$ cat config.mk
export PLATFORM = sky130hd
export DESIGN_NAME = maxnet_feeder_flat
export DESIGN_NICKNAME = d
export VERILOG_FILES = /design/src/rtl/maxnet_feeder_if.sv /design/src/rtl/maxnet_feeder.sv /design/src/flat_wrapper.sv
export SDC_FILE = /design/constraint.sdc
export NUM_CORES = 1
export LEC_CHECK = 0
export CORE_UTILIZATION = 35
export DETAILED_ROUTE_END_ITERATION = 8
export GPL_TIMING_DRIVEN = 0
export PLACE_DENSITY_LB_ADDON = 0.08
export SYNTH_ARGS = -nofsm -noshare
export SYNTH_HDL_FRONTEND = slang
export SYNTH_SLANG_ARGS = --single-unit
$ cat constraint.sdc
create_clock -name clk -period 4.2 [get_ports clk]
set_input_delay 0.84 -clock clk [delete_from_list [all_inputs] [get_ports clk]]
set_output_delay 0.84 -clock clk [all_outputs]
set_load 0.01 [all_outputs]
$ cat src/rtl/maxnet_feeder_if.sv
// Valid/ready streams around the maxnet feeder: activation words in, result word out.
interface maxnet_feeder_if;
  logic        in_valid;
  logic        in_ready;
  logic [31:0] in_data;
  logic        in_last;
  logic        res_valid;
  logic        res_ready;
  logic [31:0] res_data;

  // Upstream/downstream side: drives words in and accepts the result.
  modport master (
    output in_valid, in_data, in_last, res_ready,
    input  in_ready, res_valid, res_data
  );

  // Feeder side.
  modport slave (
    input  in_valid, in_data, in_last, res_ready,
    output in_ready, res_valid, res_data
  );
endinterface

$ cat src/rtl/maxnet_feeder.sv
// Input stage for the maxnet engine: gathers a frame of N words, pulses start,
// waits (with watchdog) for done, and returns the result on a valid/ready stream.
module maxnet_feeder #(
  parameter int N       = 4,
  parameter int TIMEOUT = 1023
) (
  input  logic              clk,
  input  logic              rst,
  maxnet_feeder_if.slave    bus,
  output logic [32*N-1:0]   vec_out,
  output logic              mx_start,
  input  logic              mx_done,
  input  logic [31:0]       mx_result,
  output logic              busy,
  output logic              err
);

  localparam int CW  = (N > 1) ? $clog2(N) : 1;
  localparam int WDW = $clog2(TIMEOUT + 1);

  typedef enum logic [1:0] {
    S_COLLECT,
    S_START,
    S_WAIT,
    S_OUT
  } state_t;

  state_t         state;
  logic [CW-1:0]  count;
  logic [WDW-1:0] watchdog;

  // NOTE: all state, including the frame bank and handshake outputs, is updated
  // with non-blocking assignments so every register samples pre-edge values.
  always_ff @(posedge clk) begin
    if (!rst) begin
      state        <= S_COLLECT;
      count        <= '0;
      watchdog     <= '0;
      // NOTE: the bank is reset because the datapath sees it directly and a
      // cleared bank is the defined idle value downstream.
      vec_out      <= '0;
      mx_start     <= 1'b0;
      err          <= 1'b0;
      busy         <= 1'b0;
      bus.in_ready <= 1'b1;
      bus.res_valid <= 1'b0;
      bus.res_data <= '0;
    end else begin
      mx_start <= 1'b0;
      unique case (state)
        S_COLLECT: begin
          if (bus.in_valid && bus.in_ready) begin
            vec_out[32*count +: 32] <= bus.in_data;
            if (bus.in_last || count == CW'(N - 1)) begin
              // Short frame: unused slots are zeroed, which maxnet treats as neutral.
              for (int k = 0; k < N; k++) begin
                if (k > int'(count)) vec_out[32*k +: 32] <= '0;
              end
              count        <= '0;
              state        <= S_START;
              mx_start     <= 1'b1;
              busy         <= 1'b1;
              bus.in_ready <= 1'b0;
            end else begin
              count <= count + 1'b1;
            end
          end
        end

        S_START: begin
          // Any done seen here belongs to a previous run and is ignored.
          watchdog <= '0;
          state    <= S_WAIT;
        end

        S_WAIT: begin
          if (mx_done) begin
            bus.res_data  <= mx_result;
            bus.res_valid <= 1'b1;
            state         <= S_OUT;
          end else if (watchdog == WDW'(TIMEOUT)) begin
            err          <= 1'b1;
            state        <= S_COLLECT;
            busy         <= 1'b0;
            bus.in_ready <= 1'b1;
          end else begin
            watchdog <= watchdog + 1'b1;
          end
        end

        S_OUT: begin
          if (bus.res_ready) begin
            bus.res_valid <= 1'b0;
            state         <= S_COLLECT;
            busy          <= 1'b0;
            bus.in_ready  <= 1'b1;
          end
        end

        default: state <= S_COLLECT;
      endcase
    end
  end

endmodule

$ cat src/flat_wrapper.sv
// flat-port wrapper written by rule: the top's interface ports become plain ports
module maxnet_feeder_flat 
#(
  parameter int N       = 4,
  parameter int TIMEOUT = 1023
)
  (clk, rst, vec_out, mx_start, mx_done, mx_result, busy, err, bus_in_valid, bus_in_data, bus_in_last, bus_res_ready, bus_in_ready, bus_res_valid, bus_res_data);
  maxnet_feeder_if bus_i ();
  input  logic clk;
  input  logic rst;
  output logic [32*N-1:0] vec_out;
  output logic mx_start;
  input  logic mx_done;
  input  logic [31:0] mx_result;
  output logic busy;
  output logic err;
  input wire logic [$bits(bus_i.in_valid)-1:0] bus_in_valid;
  input wire logic [$bits(bus_i.in_data)-1:0] bus_in_data;
  input wire logic [$bits(bus_i.in_last)-1:0] bus_in_last;
  input wire logic [$bits(bus_i.res_ready)-1:0] bus_res_ready;
  output wire logic [$bits(bus_i.in_ready)-1:0] bus_in_ready;
  output wire logic [$bits(bus_i.res_valid)-1:0] bus_res_valid;
  output wire logic [$bits(bus_i.res_data)-1:0] bus_res_data;
  assign bus_i.in_valid = bus_in_valid;
  assign bus_i.in_data = bus_in_data;
  assign bus_i.in_last = bus_in_last;
  assign bus_i.res_ready = bus_res_ready;
  assign bus_in_ready = bus_i.in_ready;
  assign bus_res_valid = bus_i.res_valid;
  assign bus_res_data = bus_i.res_data;
  maxnet_feeder #(.N(N), .TIMEOUT(TIMEOUT)) u_core (.clk(clk), .rst(rst), .bus(bus_i), .vec_out(vec_out), .mx_start(mx_start), .mx_done(mx_done), .mx_result(mx_result), .busy(busy), .err(err));
endmodule
==> summary.md <==
| Metric | Value |
|---|---|
| Start-to-end type of the worst setup path | reg -> reg |
| Min-Delay Path Class | reg -> reg |
| Primary flip-flop cell chosen by synthesis mapping | dfxtp_1 |
| Row Count | 50 |
| Top Ports | 235 |
| Diodes inserted | 0 |
| Share of synthesized flip-flops with an asynchronous set or reset | 0% |
| Warnings, synthesis | 0 |
| Root buffer cell | clkbuf_16 |
| Number of vias after detailed routing | 6559 |
| Number of hold violations in the final report | 0 |
| DRT iter0 DRCs | 382 |
| Final weighted congestion in routability-driven placement | 0.802 |
| Clock slew at reported path FFs | roughly 0.07 ns |
| Maximum fanout along the worst path | 10 |
| Average wire length per cell after detail routing | between 15 and 20 microns |
| Leading cell type by number of instances after synthesis | nand2_1 |
| Routed wire length | 21.8 mm |
| Number of clock sinks | between 150 and 200 |
| Final total negative setup slack | 0 ns |
| R2R setup slack | 1.55 ns |
| Number of buffer cells added on primary ports | 233 |
| Number of antenna violations at the first check in global routing | 0 |
| Worst hold slack across all endpoints | about 0.45 ns |
| H-Tree Depth | 4 |
| Switching component of the power | 0.960 mW |
| Max Clock Skew | 0.00873 ns |
| Highest attainable clock frequency | 378 MHz |
| Initial Util | 35.9% |
| Global Route Usage Sum | 21.8% |
| Wire length of the first global-routing pass | 33.5 mm |
| Proportion of total power due to net switching | 25.1% |
| Post-synthesis instance total | 836 |
| Setup repair bufs after CTS | 0 |
| Sum of net half-perimeters after detailed placement | 15.3 mm |
| Clock latency reported for the late side of the worst-skew pair | approximately 0.42 ns |
| Fraction of final layout cells sized beyond drive strength 1 | 6.82% |
| Leading area contributor after synthesis | dfxtp_1 |
| Count of state elements after synthesis | 179 |
| Top-area cell type share of the netlist area | 53.2% |
| Maximum VDD drop | ~0.27 mV |
| Count of unresolved DRC violations after routing | 0 |
| Final setup violation count | 0 |
| Via count normalized by instance count | 4.92 |
| Pin count of the biggest net entering global routing | 17 |
| Worst-Margin Slew | 1.04 ns |
| Hold Buf Count CTS | 0 |
| DIE HEIGHT | around 140 microns |
| Area of the multi-input gates | 2820 sq um |
| Part of the power in registers | 45.9% |
| Leakage power summed over all cells | 3.31 nW |
| Resized cells post-CTS | 0 |
| Top area cells in the synthesized netlist | dfxtp_1 (53%), a21oi_1 (13%), nand2_1 (11%) |
| Core Area | about 19000 sq um |
| Fillers | 1845 |
| Combinational fraction of design power | 11.3% |
| Sequential cell area fraction in the yosys report | 53.2% |
| RSZ-0062 raised after global routing | no |
| Mean post-synth cell area | between 8 and 9 sq um |
| Distinct cell type count after synthesis | 38 |
| Data arrival, critical path | 3.00 ns |
| Run status | complete, no violations |
| Final-stage net count | 1166 |
| Total power divided by cell area | 384 nW/um^2 |
| Slew Limit Headroom | 30.5% |
| P_int | about 2.9 mW |
| Cts bufs inserted | 17 |
| Layout area overhead | 47.8% |
| Number of global-route vias before repair | 6135 |
| Worst setup SP type | flop |
| Total area of sequential cells | 3580 sq um |
| Post-Place Setup Slack | about 1.2 ns |
| Gr ovfl total | 0 |
| Total die area | 19800 sq um |
| Maximum capacitance violations | 0 |
| Kind of end point of the critical path | flop |
| Clk pwr share | 42.8% |
| Post-route antenna net violation count | 0 |
| Syn nets | approximately 900 |
| Maximum number of buffers from clock root to sink | 2 |
| Final worst path period share | 63.0% |
| DRT Pass-1 Iters | 4 |
| Netlist Area Pre-Place | roughly 6700 sq um |
| Crit path required time | 4.55 ns |
| Post-synth top cells | nand2_1 (206), dfxtp_1 (179), a21oi_1 (172), nand3_1 (135), buf_2 (38) |
| Clock tree from TritonCTS | done |
| Number of max-slew violations in the final report | 0 |
| Minimum clock period after layout | roughly 2.6 ns |
| Count of flip-flops with a built-in enable after synthesis | 0 |
| Die width | roughly 140 microns |
| Fin worst setup slack | about 1.6 ns |
[flip-flops by register name (all words and copies together) (netlist names)]
register,cells
u_core.state,2
u_core.bus.res_data,32
u_core.busy,1
u_core.mx_start,1
u_core.bus.in_ready,1
u_core.err,1
u_core.count,2
u_core.bus.res_valid,1
u_core.watchdog,10
u_core.vec_out,128
[final cells by class]
type | instances | area share [%]
Clock buffer | 19 | 4.45
Clock inverter | 11 | 1.56
Tap cell | 234 | 2.94
Multi-Input combinational cell | 581 | 28.3
Timing Repair Buffer | 233 | 23.4
Sequential cell | 179 | 36.0
Inverter | 7 | 0.264
Buffer | 69 | 3.15
[per-stage QoR]
| step | instances | power (mW) | utilization (%) | cell area (sq um) |
|---|---|---|---|---|
| 5_1_grt | 1333 | 3.98 | 53.1 | 9960 |
| 3_5_place_dp | 1303 | 2.23 | 49.9 | 9370 |
| 6_report | 1333 | 3.83 | 53.1 | 9960 |
| 2_1_floorplan | 836 | 1.99 | - | 6740 |
| 3_3_place_gp | 1303 | 2.23 | 49.9 | 9370 |
| 4_1_cts | 1333 | 3.87 | 53.1 | 9960 |
[worst max-delay path: stages, from the launching register on]
cell and delay, ns:
dfxtp_1 0.46, inv_1 0.18, ha_1 0.39, nor3_1 0.81, clkbuf_1 0.44, nand3_1 0.13, a21oi_1 0.16
[power groups by stage]
stage          clock network [mW]  logic [mW]  registers, mW
6_report                     1.64       0.433           1.76
5_1_grt                      1.74       0.471           1.76
4_1_cts                      1.68       0.435           1.76
3_5_place_dp                    0       0.432           1.80
3_3_place_gp                    0       0.433           1.80
2_1_floorplan                   0       0.180           1.81
[path summary, 6_finish.rpt]
path / start / end / depth (start not counted)
worst max register to register: u_core.count[0] / u_core.vec_out[98] / 6
worst min register to register: u_core.vec_out[95] / u_core.vec_out[95] / 2
worst max-delay path: u_core.count[0] / u_core.vec_out[98] / 6
worst min-delay path: u_core.vec_out[95] / u_core.vec_out[95] / 2
[cells in the final DEF, fill, tap and decap left out, drive strengths merged, types with 4 or more instances in the layout]
master and instances:
and2 6, clkdlybuf4s50 233, clkbuf 48, o21ai 5, o31ai 5, buf 40
nand2 206, ha 8, nor3 6, inv 9, nand3 136, nor2 10
dfxtp 179, a21oi 172, and3 4
[kinds of logic (layout without fill, tap and decap cells)]
kind of cell	Yosys count	in the layout	synth area share, %
adders and majority gates	8	8	1.48
and+or+nand+nor	381	381	25.3
xor gates and xnor gates	1	1	0.130
AOI/OAI and AO/OA	190	190	14.7
DFF	179	179	53.2
buffers and inverters	76	339	5.05
muxes	1	1	0.148
[routing by layer]
| metal | track usage [%] | routed length, microns |
|---|---|---|
| met5 | 0 | 0 |
| met4 | 5.66 | 264 |
| met3 | 6.73 | 1630 |
| met2 | 32.8 | 9540 |
| met1 | 30.2 | 10300 |
Power figures use the tool's default switching activity.
